$ cat config.mk
export PLATFORM = sky130hd
export DESIGN_NAME = queue_drain_ctrl
export DESIGN_NICKNAME = d
export VERILOG_FILES = /design/src/rtl/queue_drain_ctrl.sv
export SDC_FILE = /design/constraint.sdc
export NUM_CORES = 1
export LEC_CHECK = 0
export CORE_MARGIN = 4
export CORE_UTILIZATION = 40
export DETAILED_ROUTE_END_ITERATION = 8
export DONT_BUFFER_PORTS = 1
export PLACE_DENSITY_LB_ADDON = 0.05
export RECOVER_POWER = 25
export SLEW_MARGIN = 0
export SYNTH_ARGS = -nofsm -noshare
export SYNTH_HDL_FRONTEND = slang
export SYNTH_SLANG_ARGS = --single-unit
$ cat constraint.sdc
create_clock -name clock -period 4.4 [get_ports clock]
set_input_delay 0.66 -clock clock [delete_from_list [all_inputs] [get_ports clock]]
set_output_delay 0.66 -clock clock [all_outputs]
set_load 0.05 [all_outputs]
$ cat src/rtl/queue_drain_ctrl.sv
// Drain sequencer for the deserializer byte queue: pops one word at a time,
// offers it downstream on valid/ready and throttles the writer with watermarks.
module queue_drain_ctrl #(
    parameter int unsigned DATA_W    = 8,
    parameter int unsigned LEN_W     = 4,
    parameter int unsigned DEPTH     = 8,
    parameter int unsigned THRESHOLD = 2,
    parameter int unsigned TIMEOUT   = 64,
    parameter int unsigned RD_LAT    = 1,
    parameter int unsigned HI_WM     = 7,
    parameter int unsigned LO_WM     = 5
) (
    input  logic              clock,
    input  logic              reset,
    input  logic [LEN_W-1:0]  len_in,
    input  logic [DATA_W-1:0] qdata_in,
    output logic              dequeue_out,
    output logic [DATA_W-1:0] out_data,
    output logic              out_valid,
    input  logic              out_ready,
    output logic              accept_en,
    output logic              burst_out,
    output logic [1:0]        state_out
);

    localparam int unsigned TIMER_W = (TIMEOUT > 1) ? $clog2(TIMEOUT) : 1;
    localparam int unsigned LAT_W   = (RD_LAT > 1) ? $clog2(RD_LAT) : 1;

    localparam logic [LEN_W-1:0]   LEN_DEPTH  = LEN_W'(DEPTH);
    localparam logic [LEN_W-1:0]   LEN_THRESH = LEN_W'(THRESHOLD);
    localparam logic [LEN_W-1:0]   LEN_HI     = LEN_W'(HI_WM);
    localparam logic [LEN_W-1:0]   LEN_LO     = LEN_W'(LO_WM);
    localparam logic [TIMER_W-1:0] TIMER_LAST = TIMER_W'(TIMEOUT - 1);
    localparam logic [LAT_W-1:0]   LAT_LAST   = LAT_W'(RD_LAT - 1);

    typedef enum logic [1:0] {
        IDLE = 2'd0,
        POP  = 2'd1,
        WAIT = 2'd2,
        HOLD = 2'd3
    } state_e;

    state_e              state_q, state_d;
    logic [TIMER_W-1:0]  timer_q, timer_d;
    logic [LAT_W-1:0]    lat_q, lat_d;
    logic                deq_q, deq_d;
    logic [DATA_W-1:0]   data_q, data_d;
    logic                valid_q, valid_d;
    logic                accept_q, accept_d;
    logic                burst_q, burst_d;
    logic [LEN_W-1:0]    len_sat;

    assign len_sat = (len_in > LEN_DEPTH) ? LEN_DEPTH : len_in;

    always_ff @(posedge clock or negedge reset) begin
        if (!reset) begin
            state_q  <= IDLE;
            timer_q  <= '0;
            lat_q    <= '0;
            deq_q    <= 1'b0;
            data_q   <= '0;
            valid_q  <= 1'b0;
            accept_q <= 1'b1;
            burst_q  <= 1'b0;
        end else begin
            state_q  <= state_d;
            timer_q  <= timer_d;
            lat_q    <= lat_d;
            deq_q    <= deq_d;
            data_q   <= data_d;
            valid_q  <= valid_d;
            accept_q <= accept_d;
            burst_q  <= burst_d;
        end
    end

    // Downstream handshake: a word transfers on a cycle where out_valid & out_ready;
    // once raised, out_valid and out_data stay put until that transfer happens.
    // The pop strobe is registered on entry to POP, and entry is only taken with
    // a non-empty queue, so a pulse can never be issued against an empty queue.
    always_comb begin
        state_d  = state_q;
        timer_d  = timer_q;
        lat_d    = lat_q;
        deq_d    = 1'b0;
        data_d   = data_q;
        valid_d  = valid_q;
        burst_d  = burst_q;
        accept_d = accept_q;

        if (len_sat >= LEN_HI) begin
            accept_d = 1'b0;
        end else if (len_sat <= LEN_LO) begin
            accept_d = 1'b1;
        end

        case (state_q)
            IDLE: begin
                if (len_sat == '0) begin
                    timer_d = '0;
                end else if (len_sat >= LEN_THRESH || timer_q == TIMER_LAST) begin
                    timer_d = '0;
                    burst_d = 1'b1;
                    deq_d   = 1'b1;
                    state_d = POP;
                end else begin
                    timer_d = timer_q + 1'b1;
                end
            end
            POP: begin
                lat_d   = '0;
                state_d = WAIT;
            end
            WAIT: begin
                if (lat_q == LAT_LAST) begin
                    data_d  = qdata_in;
                    valid_d = 1'b1;
                    state_d = HOLD;
                end else begin
                    lat_d = lat_q + 1'b1;
                end
            end
            HOLD: begin
                if (valid_q && out_ready) begin
                    valid_d = 1'b0;
                    if (len_sat != '0) begin
                        deq_d   = 1'b1;
                        state_d = POP;
                    end else begin
                        burst_d = 1'b0;
                        state_d = IDLE;
                    end
                end
            end
            default: state_d = IDLE;
        endcase
    end

    assign dequeue_out = deq_q;
    assign out_data    = data_q;
    assign out_valid   = valid_q;
    assign accept_en   = accept_q;
    assign burst_out   = burst_q;
    assign state_out   = state_q;

endmodule
==> run metrics, run 1 <==
Critical Path Start Type flop; vias in the first global route 648; Die X 57.9 um; synthesized area 996 sq um; Routed WL 1.78 mm; Sink Count 20; Yosys warnings 0; sum of negative setup slack 0 ns; Routed wire per std cell 15.3 um; worst-path fanout max 12; PortBufs 0; Worst-Margin Slew 0.594 ns; critical path arrival 2.33 ns; Seq cells post-synth 20; async set-reset flop share out of synthesis 100%; Iter 0 DRT Violations 9; total grt overflow 0; Pint 0.409 mW; Max Clock Freq 468 MHz; DRC violation count after routing 0; CP Capture Type flop; P_leak 0.473 nW; hpwl dp 1.36 mm; Switch Pwr 0.408 mW; largest net degree at the start of global routing 21; Multi-input gate area 464 sq um; num ports 29; clk buf depth 2; Area contributors post-synth dfrtp_1 48%, mux2_2 10%, ha_1 6.3%; final antenna-violating net count 0; fillcell total 213; Yosys top cell area share 47.7%; Final #Nets 109; Period Utilization, post-route 48.6%; hold buffer count at cts 0; clk_lat worst skew 0.30 ns; PwrDens 772 nW/um^2; Comb power frac 27.2%; Flop pwr share 59.9%; EDFF count, synth 0; Setup Buffers After CTS 0; reg2reg setup slack 2.26 ns; part of the power in the clock network 12.9%; Total GRT Usage 11.7%; reg2reg path depth 5; Area growth syn-to-layout 6.41%; FF/Latch Area 502 sq um; max-cap violations 0; Net Count, Synth 106; largest area contributor in the netlist dfrtp_1; most common cell in the netlist dfrtp_1; Post-Synthesis Cells 86; TritonCTS buffer count 3; register area share after synthesis 50.4%; TritonCTS clock tree done; RSZ-0062 raised after global routing no; post-synth cell types 33; critical path class flop to flop; Most used DFF post-synth dfrtp_1; Pre-antenna DRT Iters 4; first-pass GRT wire length 3.00 mm; Finish-stage setup viols 0; clk_skew 0.00946 ns; syn_area_per_cell 11.6 sq um; number of hold violations in the final report 0; switch share 49.9%; reg-to-reg endpoint burst_out; commonest cells in the netlist 19 x dfrtp_1, 9 x mux2_2, 6 x inv_1, 6 x nor2_1; chip height 57.9 um; H-tree depth 1; vias per std cell 5.69; antenna fix cells 0; Fin Hold WS 0.0331 ns; die area 3350 sq um; DR vias 660; core footprint 2300 sq um; Max rail drop VDD 0.000393 V; worst path required time 4.59 ns; row count 17; CTS resizes 0; Starting Density 43.4%; status finished clean; Final min period 2.14 ns; Reg clk slew, reported paths 0.11 ns; start of the worst register-to-register path state_out[0]; layout cells sized above 1 22.7%; Slew headroom 60.4%; initial antenna violation count 0; root buf cell clkbuf_4; Hold Path Class primary input to asynchronous set/reset pin; GPL Wtd Cong 0.700; Max Slew Vio Count 0
-- area by class of cell --
class | instances | share of cell area [%]
Sequential cell | 20 | 47.3
Tap cell | 28 | 3.31
Clock buffer | 4 | 3.42
Inverter | 6 | 2.13
Multi-Input combinational cell | 58 | 43.8
-- flip-flops by register name (all words and copies together) (netlist names) --
name,cells
out_data,8
timer_q,6
state_out,2
accept_en,1
burst_out,1
dequeue_out,1
out_valid,1
-- kinds of logic after synthesis --
logic type	Yosys count	synth area share, %
mux	11	12.7
simple gates	22	12.1
buf+inv	8	3.02
compound gates	20	15.6
fa+ha+maj	5	6.28
flops	20	50.4
-- layer usage --
metal / part of all wire (%) / GRT usage, % / vias to the layer above
li1: - / - / 319
met1: 45 / 15.2 / 323
met2: 47 / 18.1 / 16
met3: 7.1 / 5.57 / 2
met4: 0.73 / 1.99 / 0
met5: 0 / 0 / -
-- power groups by stage --
stage                     registers (mW)  logic, mW  clock network (mW)
after detailed placement           0.497      0.226                   0
after floorplan                    0.484      0.192                   0
final                              0.490      0.222               0.105
after global placement             0.495      0.223                   0
after global routing               0.501      0.251               0.119
after CTS                          0.493      0.227               0.111
-- worst max-delay path by stage --
stage | endpoint | cells after the start | start | slack, ns
finish | burst_out | 5 | state_out[0] | 2.26
global route | burst_out | 5 | state_out[0] | 2.17
CTS | burst_out | 5 | state_out[0] | 2.26
detailed placement | burst_out | 5 | state_out[0] | 2.28
global placement | burst_out | 5 | state_out[0] | 2.31
floorplan | burst_out | 5 | state_out[0] | 2.53
-- layout by cell type (no fill, tap or decap) --
master,synthesis,final
mux2_4,1,1
o211ai_1,1,1
nor2_1,6,6
clkbuf_8,0,1
mux2i_1,1,1
nand3b_1,1,1
a21o_1,2,2
or3_4,1,1
a2bb2oi_1,1,1
a41oi_2,1,1
dfstp_2,1,1
nor4_1,1,1
nand2_1,3,3
o2bb2ai_1,2,2
and3_1,1,1
a22oi_2,1,1
clkbuf_4,0,3
nor4b_1,1,1
nor3_1,2,2
a32oi_1,1,1
o21ai_1,1,1
a221o_2,1,1
mux2_2,9,9
nand2b_1,1,1
inv_1,6,6
a31oi_1,1,1
dfrtp_1,19,19
and3_2,1,1
o31ai_1,2,2
o21ai_0,5,5
ha_1,5,5
or4_1,1,1
o22ai_1,1,1
nand3_1,3,3
-- critical path: stages, from the launching register on --
cell and delay, ns:
dfrtp_1 0.68, inv_1 0.21, ha_1 0.40, or4_1 0.54
o21ai_1 0.13, o31ai_1 0.08
-- through the flow --
step	setup slack (ns)	instance area (sq um)	power, mW	util (%)	cells
final	2.26	1060	0.818	46.1	116
after global routing	2.17	1060	0.871	46.1	116
after CTS	2.26	1060	0.831	46.1	116
after detailed placement	2.28	1020	0.723	44.6	112
after global placement	2.31	1020	0.718	44.6	112
after floorplan	2.53	996	0.676	-	86
Power figures use the tool's default switching activity.
==> run 2, diff against run 1 <==
clock period = 1.9 ns   (was 4.4 ns; I/O delays follow)
==> run 2 against run 1 <==
Clock-buffer cell count is 1 lower. First-iteration DRC count rose to 2.7 times the previous value. Worst setup slack got worse by 2.1 ns. Die area unchanged. Hold slack got worse by 0.00064 ns. Clock skew fell by 0.0076 ns. Core utilization rose by 3.1 points. Largest cell class unchanged.
==> run metrics, run 2 (synthesis gave the netlist of run 1 again) <==
status finished clean; vias in the first global route 664; first-pass GRT wire length 3.17 mm; vias per std cell 5.55; initial antenna violation count 0; Routed wire per std cell 15.7 um; largest net degree at the start of global routing 21; layout cells sized above 1 24.2%; root buf cell clkbuf_4; DR vias 683; max reg flops 8; Total GRT Usage 12.3%; critical path class flop to flop; Reg clk slew, reported paths 0.12 ns; critical path arrival 1.92 ns; chip height 57.9 um; PwrDens 1830 nW/um^2; H-tree depth 1; row count 17; Area growth syn-to-layout 13.4%; antenna fix cells 0; Die X 57.9 um; Max rail drop VDD 0.00106 V; die area 3350 sq um; Worst-Margin Slew 0.880 ns; critical path startpoint timer_q[0]; commonest non-fill, non-tap cell in the layout dfrtp_1; clk_skew 0.00187 ns; clk buf depth 2; Period Utilization, post-route 90.2%; post-route setup slack 0.186 ns; Final min period 1.71 ns; clk_lat worst skew 0.30 ns; Routed WL 1.94 mm; hpwl dp 1.43 mm; Max Clock Freq 583 MHz; Finish-stage setup viols 0; Pre-antenna DRT Iters 4; HP Start len_in[1]; TritonCTS buffer count 3; Starting Density 43.4%; Fin Hold WS 0.0325 ns; number of hold violations in the final report 0; pre-CTS setup slack 0.221 ns; worst path required time 2.10 ns; DRC violation count after routing 0; P_leak 0.508 nW; Critical Path Start Type flop; max-cap violations 0; GPL Wtd Cong 0.714; num ports 29; Sink Count 20; TritonCTS clock tree done; start of the worst register-to-register path timer_q[0]; CP Capture Type flop; PortBufs 0; most frequent cells in the layout 19 x dfrtp_1, 9 x mux2_2, 6 x inv_1, 6 x nor2_1; fillcell total 220; RSZ-0062 raised after global routing no; worst-path fanout max 4; Final #Nets 116; sum of negative setup slack 0 ns; Max Slew Vio Count 0; Slew headroom 41.1%; total grt overflow 0; final antenna-violating net count 0; Iter 0 DRT Violations 24; Hold Path Class primary input to flop; core footprint 2300 sq um
-- run 2: cell types whose count changed in the layout (fill, tap and decap cells not counted) --
cell	change
bufinv_16	+1
dlygate4sd3_1	+2
clkbuf_8	-1
dfstp_2	-1
dfstp_1	+1
clkbuf_1	+1
buf_4	+4
-- run 2: cell type report --
cell class	count	area, sq um	area share (%)
well taps	28	35.0	3.10
flip-flops and latches	20	502	44.4
repair buffers	7	53.8	4.76
multi-input cells	58	464	41.1
inverters	6	22.5	1.99
clock buffers	3	22.5	1.99
clock inverters	1	30.0	2.66
-- run 2: through the flow --
step | total power, mW | utilization (%) | instance area [sq um] | std cells
floorplan | 1.56 | - | 996 | 86
global placement | 1.72 | 46.2 | 1060 | 117
detailed placement | 1.74 | 46.2 | 1060 | 117
CTS | 2.10 | 49.3 | 1130 | 123
global route | 2.18 | 49.2 | 1130 | 123
finish | 2.07 | 49.2 | 1130 | 123
-- run 2: per-layer routing --
layer | vias to the layer above | GRT usage, % | part of all wire (%)
li1 | 332 | - | -
met1 | 330 | 14.8 | 44
met2 | 16 | 20.2 | 48
met3 | 5 | 3.34 | 5.4
met4 | 0 | 5.96 | 1.9
met5 | - | 0 | 0
-- run 2: report_power, final --
part | leakage, nW | internal, mW | switching (mW)
clock | 0.0279 | 0.213 | 0.136
combinational | 0.237 | 0.318 | 0.387
sequential | 0.243 | 0.562 | 0.453
-- run 2: path summary, 6_finish.rpt --
check | to | slack (ns) | depth (start not counted)
worst max-delay path | state_out[1] | 0.19 | 5
worst min-delay path | accept_en | 0.03 | 1
worst max register to register | state_out[1] | 0.19 | 5
worst min register to register | timer_q[1] | 0.55 | 1
max in group asynchronous | timer_q[4] | 0.83 | 1
min in group asynchronous | state_out[1] | 0.53 | 1
-- run 2: critical path: stages (launching register included) --
cell and delay [ns]:
dfrtp_1 0.42, ha_1 0.24, and3_2 0.23, a41oi_2 0.29
a22oi_2 0.12, mux2_4 0.31
-- run 2: timing repair --
action	4_1_cts	5_1_grt
setup endpoints to repair	0	0
endpoints found under the hold margin	21	0
buffers inserted	0	0
hold buffers	2	0
resized for setup	0	0
==> run 3, diff against run 2 <==
CELL_PAD_IN_SITES_DETAIL_PLACEMENT = 2   (was default)
CELL_PAD_IN_SITES_GLOBAL_PLACEMENT = 2   (was default)
CORE_UTILIZATION = 30   (was 40)
==> run 3 against run 2 <==
Clock-buffer cell count is the same. Routed wire length up 25%. Die area increased by 28%. First-iteration DRC count fell by 71%. Largest cell class unchanged. Sequential share of layout area decreased by 1.3 points. Critical endpoint unchanged. Cell area up 3.1%.
==> run metrics, run 3 (synthesis gave the netlist of run 1 again) <==
critical path arrival 1.91 ns; initial antenna violation count 0; GPL Wtd Cong 0.685; vias in the first global route 854; Finish-stage setup viols 0; Worst-Margin Slew 0.905 ns; sum of negative setup slack 0 ns; worst-path fanout max 4; hpwl dp 1.86 mm; DRC violation count after routing 0; number of hold violations in the final report 0; worst path required time 2.11 ns; Routed WL 2.41 mm; H-tree depth 1; critical path class flop to flop; CP Capture Type flop; Period Utilization, post-route 89.6%; Final min period 1.70 ns; TritonCTS clock tree done; largest net degree at the start of global routing 21; Pre-antenna DRT Iters 6; clk_lat worst skew 0.31 ns; num ports 29; Setup Buffers After CTS 0; status finished clean; clk_skew 0.00582 ns; Starting Density 32.1%; RSZ-0062 raised after global routing no; core footprint 3100 sq um; vias per std cell 5.18; total grt overflow 0; P_leak 0.517 nW; layout cells sized above 1 25.8%; most frequent cells in the layout 19 x dfrtp_1, 9 x mux2_2, 6 x inv_1, 6 x nor2_1, 6 x buf_4; antenna fix cells 0; final antenna-violating net count 0; PortBufs 0; clk buf depth 2; Die X 65.6 um; PwrDens 1810 nW/um^2; Max Clock Freq 588 MHz; Hold Path Class primary input to flop; Sink Count 20; DR vias 731; Routed wire per std cell 17.1 um; die area 4310 sq um; row count 20; Reg clk slew, reported paths 0.13 ns; chip height 65.6 um; Final #Nets 118; Max rail drop VDD 0.000376 V; max reg flops 8; Area growth syn-to-layout 17.0%; max-cap violations 0; commonest non-fill, non-tap cell in the layout dfrtp_1; Critical Path Start Type flop; first-pass GRT wire length 4.08 mm; Total GRT Usage 12.5%; root buf cell clkbuf_4; TritonCTS buffer count 3; Tot Pwr 2.11 mW; Max Slew Vio Count 0; Slew headroom 39.5%; Iter 0 DRT Violations 7
==> run 3: changes by cell type in the layout (fill, tap and decap cells not counted) <==
cell / before / now
buf_4: 4 / 6
==> run 3: layout make-up <==
type / instances / area [sq um]
Sequential cell: 20 / 502
Tap cell: 44 / 55.1
Multi-Input combinational cell: 58 / 464
Timing Repair Buffer: 9 / 68.8
Clock buffer: 3 / 22.5
Clock inverter: 1 / 30.0
Fill cell: 368 / 1940
Inverter: 6 / 22.5
==> run 3: stage by stage <==
stage	cells	utilization, %	setup slack [ns]	area [sq um]	hold slack [ns]
2_1_floorplan	86	-	0.0286	996	-0.0106
3_3_place_gp	135	35.3	0.259	1100	-0.0100
3_5_place_dp	135	35.3	0.224	1100	-0.00998
4_1_cts	141	37.7	0.194	1170	0.00785
5_1_grt	141	37.5	0.0837	1160	0.0175
6_report	141	37.5	0.198	1160	0.0291
==> run 3: timing repair <==
action                    CTS  global route
hold buffers                2             0
hold endpoints to repair   21             0
gates resized for setup     0             0
==> run 3: power breakdown <==
| group | total, mW | internal, mW | switching, mW |
|---|---|---|---|
| registers | 1.01 | 0.562 | 0.447 |
| clock network | 0.358 | 0.213 | 0.145 |
| logic | 0.742 | 0.320 | 0.422 |
| total | 2.11 | 1.10 | 1.01 |
==> run 3: final timing paths <==
kind | cells past startpoint | slack (ns) | endpoint | startpoint
min reg2reg | 1 | 0.55 | timer_q[1] | timer_q[1]
max | 5 | 0.20 | state_out[1] | timer_q[0]
max reg2reg | 5 | 0.20 | state_out[1] | timer_q[0]
min | 1 | 0.03 | accept_en | len_in[1]
min in group asynchronous | 1 | 0.53 | state_out[0] | reset
max in group asynchronous | 1 | 0.81 | timer_q[3] | reset
==> run 3: critical path: stages (launching register included) <==
cell and delay (ns):
dfrtp_1 0.43, ha_1 0.25, and3_2 0.24, a41oi_2 0.27, a22oi_2 0.11, mux2_4 0.31
==> run 3: routing by layer <==
layer / GRT usage [%] / share of wire (%)
met5: 0 / 0
met4: 3.89 / 0.62
met3: 2.91 / 5.0
met2: 23.7 / 55
met1: 13.5 / 40
